<file path="src/rtl/seq_divider_8by4_pkg.sv">
// Shared constants and state encoding for the sequential 8-by-4 restoring divider.
// Latency: n/a (declarations only).
// Backpressure: n/a.
package seq_divider_8by4_pkg;

  localparam int DIVIDEND_W_DEF = 8;
  localparam int DIVISOR_W_DEF  = 4;

  // Width of the iteration counter for the default dividend width
  localparam int ITER_CNT_W = $clog2(DIVIDEND_W_DEF);

  // Quotient reported when the divisor is zero
  localparam logic [DIVIDEND_W_DEF-1:0] DBZ_QUOTIENT = '1;

  typedef enum logic [1:0] {
    ST_IDLE = 2'd0,
    ST_RUN  = 2'd1,
    ST_DONE = 2'd2
  } state_t;

endpackage

</file>
<file path="src/rtl/seq_divider_8by4_div_restoring_step.sv">
// One restoring-division step: shift in a dividend bit, trial-subtract, keep or restore.
// Latency: purely combinational.
// Backpressure: none; evaluated every cycle by the owning FSM.
module div_restoring_step #(
  parameter int DIVISOR_W = 4
) (
  input  logic [DIVISOR_W:0]   pr,
  input  logic                 din,
  input  logic [DIVISOR_W-1:0] divisor,
  output logic [DIVISOR_W:0]   pr_next,
  output logic                 q_bit
);

  // One extra bit above the partial remainder holds the borrow of the trial subtraction
  logic [DIVISOR_W+1:0] shifted;
  logic [DIVISOR_W+1:0] diff;

  assign shifted = {pr, din};
  assign diff    = shifted - {2'b00, divisor};
  assign q_bit   = ~diff[DIVISOR_W+1];
  assign pr_next = q_bit ? diff[DIVISOR_W:0] : shifted[DIVISOR_W:0];

endmodule

</file>
<file path="src/rtl/seq_divider_8by4.sv">
// Iterative restoring divider, unsigned DIVIDEND_W / DIVISOR_W, one quotient bit per clock MSB first.
// Latency: out_valid DIVIDEND_W cycles after acceptance (1 cycle for a zero divisor).
// Backpressure: result held in DONE until out_ready; in_ready low from acceptance until the cycle after the output handshake.
module seq_divider_8by4
  import seq_divider_8by4_pkg::*;
#(
  parameter int DIVIDEND_W = DIVIDEND_W_DEF,
  parameter int DIVISOR_W  = DIVISOR_W_DEF
) (
  input  logic                  clk,
  input  logic                  rst,
  input  logic                  in_valid,
  output logic                  in_ready,
  input  logic [DIVIDEND_W-1:0] dividend,
  input  logic [DIVISOR_W-1:0]  divisor,
  output logic                  out_valid,
  input  logic                  out_ready,
  output logic [DIVIDEND_W-1:0] quotient,
  output logic [DIVISOR_W-1:0]  remainder,
  output logic                  div_by_zero
);

  localparam int CNT_W = (DIVIDEND_W > 1) ? $clog2(DIVIDEND_W) : 1;

  state_t               state;
  logic [CNT_W-1:0]     cnt;
  logic [DIVISOR_W:0]   pr;
  // Dividend bits shift out of the top while quotient bits shift in at the bottom
  logic [DIVIDEND_W-1:0] work;
  logic [DIVISOR_W-1:0] dvs;
  // A zero divisor spends one pass through RUN so its result appears one cycle after acceptance
  logic                 dbz_pend;

  logic [DIVISOR_W:0]   pr_next;
  logic                 q_bit;

  div_restoring_step #(
    .DIVISOR_W (DIVISOR_W)
  ) u_step (
    .pr      (pr),
    .din     (work[DIVIDEND_W-1]),
    .divisor (dvs),
    .pr_next (pr_next),
    .q_bit   (q_bit)
  );

  // Control FSM with registered handshake and result outputs
  always_ff @(posedge clk) begin
    if (rst) begin
      state       <= ST_IDLE;
      in_ready    <= 1'b1;
      out_valid   <= 1'b0;
      quotient    <= '0;
      remainder   <= '0;
      div_by_zero <= 1'b0;
      cnt         <= '0;
      pr          <= '0;
      work        <= '0;
      dvs         <= '0;
      dbz_pend    <= 1'b0;
    end else begin
      case (state)
        ST_IDLE: begin
          if (in_valid) begin
            in_ready    <= 1'b0;
            div_by_zero <= 1'b0;
            work        <= dividend;
            dvs         <= divisor;
            pr          <= '0;
            state       <= ST_RUN;
            if (divisor == '0) begin
              cnt      <= '0;
              dbz_pend <= 1'b1;
            end else begin
              cnt      <= CNT_W'(DIVIDEND_W - 1);
              dbz_pend <= 1'b0;
            end
          end
        end

        ST_RUN: begin
          if (!dbz_pend) begin
            work <= {work[DIVIDEND_W-2:0], q_bit};
            pr   <= pr_next;
          end
          cnt <= cnt - 1'b1;
          if (cnt == '0) begin
            state     <= ST_DONE;
            out_valid <= 1'b1;
            if (dbz_pend) begin
              quotient    <= {DIVIDEND_W{1'b1}};
              remainder   <= '0;
              div_by_zero <= 1'b1;
            end else begin
              quotient    <= {work[DIVIDEND_W-2:0], q_bit};
              remainder   <= pr_next[DIVISOR_W-1:0];
              div_by_zero <= 1'b0;
            end
          end
        end

        ST_DONE: begin
          if (out_ready) begin
            out_valid <= 1'b0;
            in_ready  <= 1'b1;
            state     <= ST_IDLE;
          end
        end

        default: begin
          state     <= ST_IDLE;
          in_ready  <= 1'b1;
          out_valid <= 1'b0;
        end
      endcase
    end
  end

endmodule

</file>
<file path="config.mk">
export PLATFORM = sky130hd
export DESIGN_NAME = seq_divider_8by4
export DESIGN_NICKNAME = d
export VERILOG_FILES = /design/src/rtl/seq_divider_8by4_pkg.sv /design/src/rtl/seq_divider_8by4_div_restoring_step.sv /design/src/rtl/seq_divider_8by4.sv
export SDC_FILE = /design/constraint.sdc
export NUM_CORES = 1
export LEC_CHECK = 0
export BUFFER_PORTS_ARGS = -buffer_cell sky130_fd_sc_hd__buf_4
export CAP_MARGIN = 20
export CORE_ASPECT_RATIO = 1.75
export CORE_MARGIN = 2
export CORE_UTILIZATION = 55
export CTS_CLUSTER_SIZE = 8
export DETAILED_ROUTE_END_ITERATION = 12
export PLACE_DENSITY = 0.83
export SLEW_MARGIN = 20
export SYNTH_ARGS = -nofsm -noshare
export SYNTH_HDL_FRONTEND = slang
export SYNTH_SLANG_ARGS = --single-unit
</file>
<file path="constraint.sdc">
create_clock -name clk -period 2.2 [get_ports clk]
set_input_delay 0.22 -clock clk [delete_from_list [all_inputs] [get_ports clk]]
set_output_delay 0.22 -clock clk [all_outputs]
set_load 0.005 [all_outputs]
</file>
* Word-level counts from Yosys, hierarchy flattened
Cells that the tools add are included.
** Word-level totals
- Flip-flop bits (word level) :: 38
- Bits in writable memories :: 0
- Word-level logic and storage cells :: 60
- Output and inout bits :: 15
- Latch bits :: 0
- Memories kept :: 0
- Memory bits (read-only) :: 0
** Operators by class
- Shift operators :: 0
- Div/mod/pow operators :: 0
- Mux-type cells :: 26
- Add/subtract/negate cells :: 2
- Multipliers :: 0
- Reductions and logical operators :: 12
- Bitwise operators :: 3
- Magnitude comparators :: 0
- Eq/ne operators :: 6
** Operator list (count)
- 2-to-1 mux 8 bit :: 3
- case mux 8 bit (2 select lines) :: 1
- 2-to-1 mux 5 bit :: 3
- AND reduction 3 bit :: 5
- case mux 5 bit (2 select lines) :: 1
- inequality test 2 bit (second input constant) :: 4
- 2-to-1 mux 1 bit :: 7
- 2-to-1 mux 2 bit :: 3
- 2-to-1 mux 3 bit :: 2
- case mux 1 bit (3 select lines) :: 2
- case mux 2 bit (3 select lines) :: 1
- case mux 3 bit (2 select lines) :: 1
- AND reduction 2 bit :: 3
- subtractor 6 x 4 -> 6 bit :: 1
- logical NOT 4 bit :: 1
- 2-to-1 mux 4 bit :: 1
- logical NOT 3 bit :: 1
- inverter 1 bit :: 3
- subtractor 3 x 1 -> 3 bit (second input constant) :: 1
- == test 2 x 1 -> 1 bit (second input constant) :: 1
- == test 2 bit (second input constant) :: 1
- logical NOT 2 bit :: 1
- case mux 1 bit (2 select lines) :: 1
- nonzero test 2 bit :: 1

* Logic depth before layout (Yosys ltp)
- Depth in word-level cells :: 4
- Gate-level depth with buffers :: 9
- Mapped depth without buffers :: 8

* Hierarchy
A second synthesis with hierarchy kept.
** Second synthesis, totals
- Cells, all modules :: 223
- Area total of the unflattened synthesis :: 1994.4 um^2
** Modules (own cells, without submodules)
- seq_divider_8by4 :: area an instance 1650.3 um^2, instances 1, sequential area each 760.7 um^2, cells each 186
- div_restoring_step :: area an instance 344.1 um^2, instances 1, sequential area each 0.0 um^2, cells each 37

* Least setup slack after synthesis
Ideal clock, no wire load.
- Kind :: reg2reg
- From :: register dvs[1]
- To :: register pr[0]
- Path buffers :: 0
- Arrival :: 1.731 ns
- Setup slack :: 0.352 ns
- Data required time :: 2.083 ns
- Clock period less this slack :: 1.848 ns
- Stages on the path, launching flop included :: 8
- Cell sequence :: dfxtp_1 -> inv_1 -> ha_1 -> and2b_1 -> o2111a_1 -> a211oi_4 -> mux2i_1 -> a22o_2
** Between the ends
- Word-level cells in the longest chain between the ends :: 4
** Ends and longest elaborated chain
- start: declaration :: RTL line seq_divider_8by4.sv:30 : logic [DIVISOR_W-1:0] dvs;
- start signal: assignment :: RTL line seq_divider_8by4.sv:68 : dvs <= divisor;
- subtractor 6 x 4 -> 6 bit :: RTL line seq_divider_8by4_div_restoring_step.sv:19 : assign diff = shifted - {2'b00, divisor};
- 2-to-1 mux 5 bit :: RTL line seq_divider_8by4_div_restoring_step.sv:21 : assign pr_next = q_bit ? diff[DIVISOR_W:0] : shifted[DIVISOR_W:0];
- 2-to-1 mux 5 bit :: RTL line seq_divider_8by4.sv:82 : if (!dbz_pend) begin
- case mux 5 bit (2 select lines) :: RTL line seq_divider_8by4.sv:62 : case (state)
- end signal: assignment :: RTL line seq_divider_8by4.sv:84 : pr <= pr_next;
- end: declaration :: RTL line seq_divider_8by4.sv:27 : logic [DIVISOR_W:0] pr;
No other way between the ends. The select of a mux whose other input is x is not followed.
A chain may end at the register's enable or synchronous reset.

* Worst setup path after layout
- From :: register dvs[1]
- To :: register remainder[1]
** Between the ends
- Word-level cells in the longest chain between the ends :: 3
** Ends and longest elaborated chain
- subtractor 6 x 4 -> 6 bit :: RTL line seq_divider_8by4_div_restoring_step.sv:19
- 2-to-1 mux 5 bit :: RTL line seq_divider_8by4_div_restoring_step.sv:21
- 2-to-1 mux 4 bit :: RTL line seq_divider_8by4.sv:90 : if (dbz_pend) begin
- end signal: assignment :: RTL line seq_divider_8by4.sv:96 : remainder <= pr_next[DIVISOR_W-1:0];
- end: declaration :: RTL line seq_divider_8by4.sv:19 : output logic [DIVISOR_W-1:0] remainder,
No other way between the ends.

==> summary.md <==
| Metric | Value |
|---|---|
| CP cell instances | inv_1 > ha_1 > and2b_1 > o2111a_1 > a211oi_4 > mux2i_1 > a32o_1 |
| PortBufs | 30 |
| Vias in the first global route | 1566 |
| Post-place setup slack | 0.183 ns |
| Clock latency at the later pin of the worst-skew pair | 0.29 ns |
| CP startpoint kind | flip-flop |
| Leakage | 0.922 nW |
| Tcrit/Tclk final | 0.917 |
| Hold path startpoint | divisor[3] |
| Final instance area | 2240 um^2 |
| Hold slack | 0.183 ns |
| Reg2reg path depth | 7 |
| Top cells by area, synth | dfxtp_1 40%, nor2_1 8.0%, nand2_1 5.8% |
| Final Max Slew Viols | 0 |
| Hpwl dp | 3050 um |
| Worst-Margin Slew | 0.674 ns |
| Internal power | 1.25 mW |
| Max IR drop VDD | 0.585 mV |
| Reg power frac | 0.445 |
| Number of distinct library cells after synthesis | 42 |
| Core area | 3330 um^2 |
| Initial Util | 0.567 |
| Largest net degree at the start of global routing | 37 |
| WL per Instance | 13.4 um |
| Hold-critical path depth | 3 |
| Status | complete, no violations |
| Fin. Hold Viols | 0 |
| DRT Pass-1 Iters | 4 |
| Layout cell share with drive strength beyond 1 | 0.200 |
| Crit path max fanout | 5 |
| Fmax | 496 MHz |
| Synth Net Count | 254 |
| PostCTS Resize Cnt | 0 |
| Sw frac | 0.319 |
| Post-layout min period | 2.02 ns |
| Initial DRC count | 48 |
| Sw Pwr | 0.584 mW |
| H-tree depth | 2 |
| PD cells | 818 nW/um^2 |
| DIE WIDTH | 48.3 um |
| Seq/Total Area, Yosys | 0.403 |
| Yosys warnings | 0 |
| Syn Inst Count | 231 |
| Setup crit start | dvs[1]$_SDFFE_PP0P_ |
| Initial antenna violation count | 0 |
| Post-DP Area | 2150 um^2 |
| Global-route wire length before repair | 6820 um |
| Total power after layout | 1.83 mW |
| Post-DRT Antenna Nets | 0 |
| Clock share of power | 0.271 |
| Seq cells post-synth | 38 |
| Final setup TNS | 0 ns |
| Overall Global Routing Usage | 0.242 |
| Class of the worst hold path | in2reg |
| Slew margin rel. | 0.547 |
| CP Class | reg2reg |
| CTS Sinks | 38 |
| RSZ-0062 raised after global routing | no |
| Clk slew on worst S/H paths | 0.08 ns |
| Clk root buf | clkbuf_8 |
| Nets | 282 |
| Cell taking the most area after synthesis | dfxtp_1 |
| Synth Cell Area | 1890 um^2 |
| Synth top area share | 0.403 |
| Total CTS buffers | 5 |
| Crit-path slowest cell | dfxtp_1 |
| Post-CTS Hold Buffers | 0 |
| Setup Buffers After CTS | 0 |
| Clock Tree Buf Depth | 2 |
| # rows | 28 |
| Worst setup EP type | flip-flop |
| Synth-to-layout area growth | 18.7% |
| Slowest stage delay, CP | 0.37 ns |
| Min setup slack post-route | 0.184 ns |
| Syn avg cell area | 8.17 um^2 |
| Final Util | 0.673 |
| FF-to-FF Start | dvs[1]$_SDFFE_PP0P_ |
| Comb power frac | 0.284 |
| Total gr overflow | 0 |
| Drc violations | 0 |
| Worst Path Required | 2.39 ns |
| Worst path arrival time | 2.20 ns |
| Setup Skew | 0.00432 ns |
| Filler cell count in the final layout | 293 |
| Max-Cap Viols | 0 |
| Final Non-Filler Cells | 305 |
| Final-report setup violation count | 0 |
| DIE AREA | 3940 um^2 |
| Gpl congestion | 0.889 |
| IO Pins | 31 |
| CTS tree | built |
| Total Wirelength | 4080 um |
| # placed instances | 297 |
| Routed vias/inst | 5.59 |
| DR vias | 1706 |
| Die height | 81.5 um |
| Antenna Cells | 0 |
## synthesized netlist by cell type (all sizes together)
library cell	instances
or3	1
fa	1
nand3	3
nand2b	5
clkbuf	11
and2	1
ha	6
xnor2	1
a221oi	1
mux2	1
nor3	1
mux2i	4
nor2b	4
a31oi	4
nand2	29
inv	9
nor3b	1
a21oi	15
a22o	2
dfxtp	38
o211ai	1
o21ai	11
o22ai	1
o221ai	1
o21bai	3
nor2	40
or2	2
buf	5
a311oi	8
a211oi	12
o2111a	1
a32o	2
and2b	1
nor4	1
a22oi	1
or4	1
nand3b	1
o31ai	1
## final timing paths
kind,slack (ns),end
worst max-delay path,0.18,remainder[1]$_SDFFE_PP0P_
worst min-delay path,0.18,dvs[3]$_SDFFE_PP0P_
worst max register to register,0.18,remainder[1]$_SDFFE_PP0P_
worst min register to register,0.48,dvs[2]$_SDFFE_PP0P_
## cells in the final DEF (no fill, tap or decap), drive strengths merged, types with 3 or more instances in the layout
master,instances
clkbuf,6
nand2b,5
a21oi,15
dfxtp,38
buf,37
nand3,3
o21ai,11
a311oi,8
a211oi,12
ha,6
a31oi,4
nor2,40
nand2,29
nor2b,4
inv,9
o21bai,3
mux2i,4
## cell type report
| cell class | count | area (um^2) | area share |
|---|---|---|---|
| clock inverter | 2 | 12.5 | 0.00558 |
| multi-input combinational | 168 | 1020 | 0.454 |
| tap | 45 | 56.3 | 0.0251 |
| timing repair buffer | 37 | 278 | 0.124 |
| inverter | 9 | 33.8 | 0.0151 |
| clock buffer | 6 | 82.6 | 0.0369 |
| sequential | 38 | 761 | 0.339 |
## logic make-up (layout without fill, tap and decap cells)
kind of cell,count (synthesis),in the layout,share of synthesized area
AOI/OAI and AO/OA,64,64,0.247
xor gates and xnor gates,1,1,0.00464
adders and majority gates,7,7,0.0504
buffers and inverters,25,54,0.0583
DFF,38,38,0.403
muxes,5,5,0.0272
and+or+nand+nor,91,91,0.210
## flip-flops by register name, summed over array words and instances, names as in the netlist, 2 cells and up
signal     flops
dvs            4
work           8
quotient       8
pr             5
state          2
remainder      4
cnt            3
## power groups by stage
stage / registers [mW] / clock network [mW] / logic (mW)
after CTS: 0.816 / 0.508 / 0.524
after global routing: 0.826 / 0.539 / 0.582
final: 0.817 / 0.497 / 0.520
after floorplan: 0.818 / 0 / 0.382
after detailed placement: 0.832 / 0 / 0.521
after global placement: 0.830 / 0 / 0.511
## critical path: cells and delay by family (launching register included)
kind	cells	cell delay, ns
compound gates	3	0.87
fa+ha+maj	1	0.27
buf+inv	1	0.06
flops	1	0.37
mux	1	0.16
simple gates	1	0.19
## per-layer routing
layer  up-vias  routed length, um  GRT usage
li1        860                  -          -
met1       805               1670      0.277
met2        32               2190      0.407
met3         9                107     0.0505
met4         0                102      0.108
met5         -                  0          0
No activity file was read; power rests on OpenSTA's default activity.
